### src/rtl/mips_pkg.sv
// Shared MIPS encodings: main-opcode constants also used by the control unit,
// bundle-kind codes accepted by the encoder, and the loader state encoding.
package mips_pkg;

    localparam int unsigned OPCODE_W = 6;
    localparam int unsigned REG_W    = 5;
    localparam int unsigned FUNCT_W  = 6;
    localparam int unsigned IMM_W    = 16;
    localparam int unsigned INSTR_W  = 32;
    localparam int unsigned KIND_W   = 2;

    localparam logic [OPCODE_W-1:0] OP_RTYPE = 6'b000000;
    localparam logic [OPCODE_W-1:0] OP_LW    = 6'b100011;
    localparam logic [OPCODE_W-1:0] OP_SW    = 6'b101011;
    localparam logic [OPCODE_W-1:0] OP_BEQ   = 6'b000100;

    localparam logic [KIND_W-1:0] KIND_R   = 2'b00;
    localparam logic [KIND_W-1:0] KIND_LW  = 2'b01;
    localparam logic [KIND_W-1:0] KIND_SW  = 2'b10;
    localparam logic [KIND_W-1:0] KIND_BEQ = 2'b11;

    typedef enum logic [1:0] {
        ST_IDLE = 2'b00,
        ST_LOAD = 2'b01,
        ST_DONE = 2'b10
    } state_t;

endpackage

### src/rtl/instr_pack.sv
// Combinational packer: instruction kind plus fields -> 32-bit MIPS word.
module instr_pack
    import mips_pkg::*;
(
    input  logic [KIND_W-1:0]   i_kind,
    input  logic [REG_W-1:0]    i_rs,
    input  logic [REG_W-1:0]    i_rt,
    input  logic [REG_W-1:0]    i_rd,
    input  logic [REG_W-1:0]    i_shamt,
    input  logic [FUNCT_W-1:0]  i_funct,
    input  logic [IMM_W-1:0]    i_imm,
    output logic [INSTR_W-1:0]  o_word
);

    // I-types ignore rd/shamt/funct; R-type ignores imm.
    always_comb begin
        o_word = '0;
        case (i_kind)
            KIND_R:   o_word = {OP_RTYPE, i_rs, i_rt, i_rd, i_shamt, i_funct};
            KIND_LW:  o_word = {OP_LW,  i_rs, i_rt, i_imm};
            KIND_SW:  o_word = {OP_SW,  i_rs, i_rt, i_imm};
            KIND_BEQ: o_word = {OP_BEQ, i_rs, i_rt, i_imm};
            default:  o_word = '0;
        endcase
    end

endmodule

### src/rtl/instr_encoder.sv
// Streaming instruction encoder / instruction-memory loader: packs accepted
// field bundles and writes them to consecutive words starting at address 0.
module instr_encoder
    import mips_pkg::*;
#(
    parameter int unsigned ADDR_W = 8
) (
    input  logic                 clk,
    input  logic                 rst_n,
    input  logic                 start,
    input  logic                 finish,
    input  logic                 in_valid,
    output logic                 in_ready,
    input  logic [1:0]           in_kind,
    input  logic [4:0]           in_rs,
    input  logic [4:0]           in_rt,
    input  logic [4:0]           in_rd,
    input  logic [4:0]           in_shamt,
    input  logic [5:0]           in_funct,
    input  logic [15:0]          in_imm,
    output logic                 mem_we,
    output logic [ADDR_W-1:0]    mem_addr,
    output logic [31:0]          mem_wdata,
    output logic [ADDR_W:0]      count,
    output logic                 full,
    output logic                 done
);

    localparam int unsigned CNT_W = ADDR_W + 1;
    localparam logic [CNT_W-1:0] CAPACITY = CNT_W'(1) << ADDR_W;

    state_t               r_state;
    state_t               w_state_nxt;
    logic                 w_accept;
    logic                 w_clear;
    logic [INSTR_W-1:0]   w_word;
    logic [CNT_W-1:0]     r_count;
    logic                 r_we;
    logic [ADDR_W-1:0]    r_addr;
    logic [INSTR_W-1:0]   r_wdata;

    instr_pack u_pack (
        .i_kind  (in_kind),
        .i_rs    (in_rs),
        .i_rt    (in_rt),
        .i_rd    (in_rd),
        .i_shamt (in_shamt),
        .i_funct (in_funct),
        .i_imm   (in_imm),
        .o_word  (w_word)
    );

    always_ff @(posedge clk or negedge rst_n) begin
        if (!rst_n) begin
            r_state <= ST_IDLE;
        end else begin
            r_state <= w_state_nxt;
        end
    end

    // Next state plus the handshake/session-control strobes.
    always_comb begin
        w_state_nxt = r_state;
        w_clear     = 1'b0;
        in_ready    = 1'b0;
        case (r_state)
            ST_IDLE: begin
                if (start) begin
                    w_state_nxt = ST_LOAD;
                    w_clear     = 1'b1;
                end
            end
            ST_LOAD: begin
                in_ready = (r_count != CAPACITY);
                if (finish) begin
                    w_state_nxt = ST_DONE;
                end
            end
            ST_DONE: begin
                if (start) begin
                    w_state_nxt = ST_LOAD;
                    w_clear     = 1'b1;
                end
            end
            default: w_state_nxt = ST_IDLE;
        endcase
    end

    assign w_accept = in_valid && in_ready;

    // Counter and write-port registers; addr/data hold between accepts.
    always_ff @(posedge clk or negedge rst_n) begin
        if (!rst_n) begin
            r_count <= '0;
            r_we    <= 1'b0;
            r_addr  <= '0;
            r_wdata <= '0;
        end else begin
            r_we <= w_accept;
            if (w_clear) begin
                r_count <= '0;
            end else if (w_accept) begin
                r_count <= r_count + CNT_W'(1);
            end
            if (w_accept) begin
                r_addr  <= r_count[ADDR_W-1:0];
                r_wdata <= w_word;
            end
        end
    end

    assign mem_we    = r_we;
    assign mem_addr  = r_addr;
    assign mem_wdata = r_wdata;
    assign count     = r_count;
    assign full      = (r_count == CAPACITY);
    assign done      = (r_state == ST_DONE);

endmodule

### config.mk
export PLATFORM = sky130hd
export DESIGN_NAME = instr_encoder
export DESIGN_NICKNAME = d
export VERILOG_FILES = /design/src/rtl/mips_pkg.sv /design/src/rtl/instr_pack.sv /design/src/rtl/instr_encoder.sv
export SDC_FILE = /design/constraint.sdc
export NUM_CORES = 1
export LEC_CHECK = 0
export ABC_CLOCK_PERIOD_IN_PS = 5320
export CELL_PAD_IN_SITES_DETAIL_PLACEMENT = 1
export CELL_PAD_IN_SITES_GLOBAL_PLACEMENT = 1
export CORE_MARGIN = 2
export CORE_UTILIZATION = 36
export CTS_BUF_LIST = sky130_fd_sc_hd__clkbuf_16
export CTS_CLUSTER_DIAMETER = 120
export DETAILED_ROUTE_END_ITERATION = 12
export PLACE_DENSITY_LB_ADDON = 0.2
export SYNTH_ARGS = -nofsm -noshare
export SYNTH_HDL_FRONTEND = slang
export SYNTH_HIERARCHICAL = 1
export SYNTH_SLANG_ARGS = --single-unit
### constraint.sdc
create_clock -name clk -period 5.32 [get_ports clk]
set_clock_uncertainty 0.1 [all_clocks]
set_input_delay 1.064 -clock clk [delete_from_list [all_inputs] [get_ports clk]]
set_output_delay 1.064 -clock clk [all_outputs]
set_load 0.05 [all_outputs]
==> results.tsv, run 1 <==
stage	metric	value	unit
timing	PnR worst setup slack	1.59	ns
placement	Placement Setup Slack	1.68	ns
worst_setup_path	Worst setup SP type	flip-flop	
cts	CTS tree	built	
worst_setup_path	crit path to	full	
yosys	Syn Area/Cell	12.0	um^2
yosys	Yosys cell types	34	
pwr	switch share	43.7	%
cts	# Post-CTS Setup Buffers	0	
placement	Final HPWL DP	4620	um
cts	Post-CTS Hold Buffers	0	
finish	Layout area overhead	41.8	%
timing	Setup TNS Final	0	ns
timing	relative slew slack	32.2	%
worst_setup_path	FF-to-FF Start	count[5]	
worst_setup_path	worst setup path start	count[5]	
timing	Fmax	0.268	GHz
pwr	net load switching power	0.000874	W
die	Ports	102	
outcome	outcome	finished clean	
yosys	Mapped Area	2670	um^2
pwr	power density cells	528	nW/um^2
die	full die area	8110	um^2
global_routing	global-route wire length before repair	11000	um
worst_setup_path	R2R setup slack	2.30	ns
cts	CTS Sinks	52	
yosys	ys flop type	dfrtp_1	
pwr	peak supply drop	0.000218	V
yosys	Mapped Cells	223	
finish	ratio of cells with drive above 1 in the final layout	16.8	%
worst_setup_path	Crit. End Element	output pin	
die	num rows	31	
timing	Final Hold Vio Count	0	
global_routing	GRT Residual Overflow	0	
yosys	share of the synthesized area in the top cell type	48.8	%
placement	I/O Buffers	101	
yosys	post-synthesis async set-or-reset flop share	100	%
timing	Finish-stage setup viols	0	
cts	Max Buffers Root-to-Sink	2	
drt	residual DRC count	0	
worst_setup_path	Top delay family on crit path	simple AND/OR/NAND/NOR gates	
cts	cell chosen for the clock root	clkbuf_16	
timing	Tightest Pin Transition	1.02	ns
cts	worst-skew pair later-pin latency	0.29	ns
drt	via count	1991	
worst_setup_path	CP cell instances	or4_4, nor4_1, clkdlybuf4s50_1	
cts	H-tree depth	2	
global_routing	antenna violations before repair	0	
timing	RSZ-0062 raised after global routing	no	
worst_setup_path	CP Depth	3	
timing	Tmin final	3.73	ns
yosys	Post-synth EDFFs	0	
finish	final instance area	3780	um^2
hold_path	hold depth	1	
timing	pins over their slew limit	0	
drt	Routed Antenna Nets	0	
worst_setup_path	CP peak stage delay	0.89	ns
drt	Via density	4.87	
hold_path	Min-Delay Path Class	flip-flop to flip-flop	
yosys	sequential share of the synthesized area	48.8	%
cts	cts repair resizes	0	
timing	Period Utilization, post-route	70.0	%
cts	total CTS buffers	5	
pwr	Comb pwr share	52.6	%
yosys	Synth Net Count	278	
die	Initial Utilization	37.0	%
pwr	Clock power frac	16.8	%
pwr	internal power	0.00113	W
placement	Cell Area, Placed	3630	um^2
global_routing	Tot GR Track Use	16.7	%
yosys	synth warn	6	
drt	Total Wirelength	6660	um
die	core area	7210	um^2
drt	DRT Pass-1 Iters	4	
yosys	#FFs+latches synth	52	
pwr	Seq pwr share	30.6	%
global_routing	vias in the first global route	2162	
worst_setup_path	worst endpoint required time	4.16	ns
die	die span in y	90.1	um
worst_setup_path	WP data arrival	2.56	ns
worst_setup_path	crit path kind	flip-flop to output pin	
worst_setup_path	crit path buf inv count	1	
cts	clk slew on worst S/H paths	0.07	ns
finish	layout net count	364	
worst_setup_path	reg2reg end	mem_wdata[6]	
yosys	dominant cell type by area after synthesis	dfrtp_1	
global_routing	largest net degree at the start of global routing	53	
drt	DR WL/cell	16.3	um
finish	# diodes	0	
die	Die Span X	90.1	um
yosys	top post-synthesis cells by area	dfrtp_1, mux2_4, mux2_2, buf_4, o21ai_1	
worst_setup_path	reg2reg path depth	4	
drt	DRT iter0 DRCs	90	
worst_setup_path	crit-path max FO	7	
flow_run	Max Cap Viol	0	
pwr	LEAKAGE	1.62	nW
placement	GP Congestion	0.708	
worst_setup_path	CP max stage cell	clkdlybuf4s50_1	
flip-flops by register name, summed over array words and instances, names as in the netlist:
signal and count:
count 9, mem_addr 8, mem_wdata 32, mem_we 1
r_state 2
placed cells by master, fill, tap and decap left out, types with 2 or more instances in the layout:
cell             instances
nand4b_1                 2
nand3_1                  2
mux2_4                  28
nand2_1                 24
ha_1                     6
o21ai_1                 18
nand2b_1                 3
o21ai_0                 16
inv_1                   10
o31ai_1                  3
or4_1                    2
nand4_1                  2
mux2_2                  10
clkbuf_16                5
clkdlybuf4s50_1        100
mux2i_1                  4
a21boi_0                 3
dfrtp_1                 52
nor4_1                   2
routing by layer:
| metal | vias up | global-route usage (%) | wire [um] |
|---|---|---|---|
| li1 | 933 | - | - |
| met5 | - | 0 | 0 |
| met2 | 47 | 28.9 | 3370 |
| met3 | 5 | 3.44 | 235 |
| met4 | 0 | 4.62 | 75 |
| met1 | 1006 | 21.3 | 2990 |
kinds of logic after synthesis:
group / Yosys count / synth area share [%]
flip-flops: 52 / 48.8
AO/OA/AOI/OAI: 46 / 10.7
multiplexers: 42 / 21.5
AND/OR/NAND/NOR: 42 / 7.97
buffers and inverters: 34 / 8.07
adder cells (fa/ha/maj): 6 / 2.81
other: 1 / 0.141
worst min-delay path by stage:
stage | startpoint | end | slack, ns
after detailed placement | mem_wdata[31] | mem_wdata[31] | 0.39
after global placement | mem_addr[0] | mem_addr[0] | 0.39
final | mem_addr[7] | mem_addr[7] | 0.41
after floorplan | r_state[1] | r_state[1] | 0.48
after global routing | mem_wdata[29] | mem_wdata[29] | 0.43
after CTS | mem_wdata[28] | mem_wdata[28] | 0.41
worst register-to-register path: stages (launching register included):
cell     delay (ns)
dfrtp_1        0.46
or4_4          0.59
o41ai_4        0.68
inv_2          0.62
mux2_4         0.47
stage by stage:
stage	power (W)	cells	utilization, %	hold WS (ns)
after floorplan	0.00132	223	-	0.480
after global placement	0.00166	401	50.3	0.388
after detailed placement	0.00168	401	50.3	0.394
after CTS	0.00202	409	52.4	0.414
after global routing	0.00209	409	52.4	0.431
final	0.00200	409	52.4	0.410
layout make-up:
type	instances	area, um^2
sequential	52	1300
timing repair buffer	102	1010
multi-input combinational	137	1150
clock buffer	5	125
inverter	11	41.3
fill	785	3430
tap	99	124
clock inverter	3	27.5
synthesized netlist by cell type (4+ instances only):
library cell	n
dfrtp_1	52
buf_4	14
buf_6	4
mux2i_1	4
o21ai_0	16
ha_1	6
mux2_4	28
o21ai_1	18
buf_2	4
inv_1	10
mux2_2	10
nand2_1	24
power by group through the flow:
stage	combinational [W]	sequential [W]	clock (W)
after detailed placement	0.00106	0.000617	0
after floorplan	0.000270	0.00105	0
after global routing	0.00109	0.000631	0.000362
after CTS	0.00106	0.000614	0.000347
final	0.00105	0.000611	0.000336
after global placement	0.00105	0.000613	0
Note: power is estimated with default switching activity, not from simulation.
==> inputs of run 2 (changes only) <==
ABC_CLOCK_PERIOD_IN_PS = 3600   (was 5320)
CORE_UTILIZATION = 34   (was 36)
clock period = 3.6 ns   (was 5.32 ns; I/O delays follow)
==> results.tsv, run 2 (synthesized netlist as in run 1, its figures left out) <==
stage	metric	value	unit
die	Ports	102	
global_routing	Tot GR Track Use	16.5	%
worst_setup_path	Worst setup SP type	flip-flop	
pwr	Seq pwr share	30.0	%
worst_setup_path	WP data arrival	2.37	ns
drt	residual DRC count	0	
worst_setup_path	R2R setup slack	1.40	ns
worst_setup_path	crit path buf inv count	1	
pwr	Clock power frac	17.9	%
global_routing	global-route wire length before repair	11000	um
cts	cell chosen for the clock root	clkbuf_16	
die	Initial Utilization	34.9	%
worst_setup_path	CP peak stage delay	0.85	ns
drt	DR WL/cell	16.3	um
worst_setup_path	Top delay family on crit path	buffers and inverters	
drt	DRT iter0 DRCs	41	
drt	Routed Antenna Nets	0	
die	core area	7650	um^2
finish	max FFs per register	32	
global_routing	antenna violations before repair	0	
worst_setup_path	CP cell instances	or4_4, nor4_2, clkdlybuf4s50_1	
cts	cts repair resizes	0	
placement	Cells after DPL	409	
pwr	Comb pwr share	52.1	%
cts	# Post-CTS Setup Buffers	0	
finish	Layout area overhead	44.0	%
drt	via count	1976	
pwr	power density cells	782	nW/um^2
finish	Final Non-Filler Cells	417	
finish	most common cell after layout, fill and taps aside	clkdlybuf4s50_1	
cts	Max Buffers Root-to-Sink	2	
die	die span in y	92.6	um
finish	# diodes	0	
pwr	Pwr Total	0.00301	W
cts	clk slew on worst S/H paths	0.07	ns
timing	RSZ-0062 raised after global routing	no	
finish	Core Util, Final	50.2	%
timing	Setup TNS Final	0	ns
cts	CTS Sinks	52	
die	Die Span X	92.6	um
timing	PnR worst setup slack	0.409	ns
drt	Total Wirelength	6780	um
timing	Finish-stage setup viols	0	
finish	layout net count	369	
flow_run	Max Cap Viol	0	
timing	pins over their slew limit	0	
hold_path	Min-Delay Path Class	primary input to async pin	
timing	Tmin final	3.19	ns
finish	fillers	828	
die	num rows	32	
finish	ratio of cells with drive above 1 in the final layout	18.1	%
pwr	net load switching power	0.00128	W
die	full die area	8570	um^2
cts	Post-CTS Hold Buffers	0	
drt	DRT Pass-1 Iters	4	
timing	relative slew slack	59.4	%
worst_setup_path	CP max stage cell	clkdlybuf4s50_1	
cts	CTS tree	built	
placement	Placement Setup Slack	0.704	ns
worst_setup_path	worst endpoint required time	2.78	ns
global_routing	GRT Residual Overflow	0	
timing	Fmax	0.313	GHz
placement	GP Congestion	0.700	
worst_setup_path	crit path kind	flip-flop to output pin	
timing	Tightest Pin Transition	0.609	ns
cts	worst-skew pair later-pin latency	0.29	ns
timing	Period Utilization, post-route	88.6	%
placement	I/O Buffers	101	
global_routing	largest net degree at the start of global routing	33	
worst_setup_path	crit-path max FO	7	
drt	Via density	4.74	
finish	commonest non-fill, non-tap cells in the layout	clkdlybuf4s50_1, dfrtp_1, mux2_4	
outcome	outcome	finished clean	
pwr	LEAKAGE	1.66	nW
pwr	peak supply drop	0.000450	V
worst_setup_path	Crit. End Element	output pin	
pwr	internal power	0.00173	W
placement	Final HPWL DP	4930	um
cts	H-tree depth	2	
pwr	switch share	42.5	%
timing	Final Hold Vio Count	0	
cts	total CTS buffers	5	
global_routing	vias in the first global route	2115	
run 2: changes by cell type in the layout (fill, tap and decap cells not counted):
cell	delta
bufinv_16	+1
inv_1	+1
clkinv_2	+1
clkinvlp_4	-1
nor4_1	-1
buf_4	+5
nor4_2	+1
inv_8	-1
clkinv_4	-1
run 2: layout make-up:
type	instances	area (um^2)	area share, %
clock buffer	5	125	3.26
clock inverter	3	38.8	1.01
inverter	11	41.3	1.07
multi-input combinational	137	1160	30.1
sequential	52	1300	33.9
tap	102	128	3.32
timing repair buffer	107	1050	27.4
run 2: routing by layer:
layer  track usage, %  routed length [um]  vias up
met4             6.47                  97        0
met2             27.1                3260       47
met5                0                   0        -
li1                 -                   -      947
met3             3.34                 308        5
met1             21.3                3120      977
run 2: per-stage QoR:
step                area [um^2]  hold slack, ns
floorplan                  2670           0.324
global placement           3680           0.388
detailed placement         3680           0.392
CTS                        3840           0.333
global route               3840           0.354
finish                     3840           0.315
run 2: path summary, 6_finish.rpt:
| kind | start | end | depth (start not counted) |
|---|---|---|---|
| min reg2reg | mem_addr[6] | mem_addr[6] | 1 |
| max in group asynchronous | rst_n | mem_wdata[3] | 2 |
| min | rst_n | mem_wdata[28] | 1 |
| max | count[5] | full | 3 |
| min in group clk | mem_addr[6] | mem_addr[6] | 1 |
| max reg2reg | count[5] | mem_wdata[5] | 5 |
run 2: power groups by stage:
| stage | clock network (W) | logic, W | registers, W |
|---|---|---|---|
| 2_1_floorplan | 0 | 0.000399 | 0.00156 |
| 3_3_place_gp | 0 | 0.00156 | 0.000904 |
| 3_5_place_dp | 0 | 0.00158 | 0.000913 |
| 4_1_cts | 0.000555 | 0.00158 | 0.000908 |
| 5_1_grt | 0.000576 | 0.00163 | 0.000935 |
| 6_report | 0.000539 | 0.00156 | 0.000902 |
run 2: worst register-to-register path: stages, from the launching register on:
cell and delay, ns:
dfrtp_1 0.44, or4_4 0.58, o41ai_4 0.29, inv_2 0.07, buf_4 0.26, mux2_4 0.34
==> inputs of run 3 (changes only) <==
CTS_CLUSTER_SIZE = 25   (was not set)
==> results of run 3 <==
The final DEF is identical to that of run 2; final timing and power are the same.
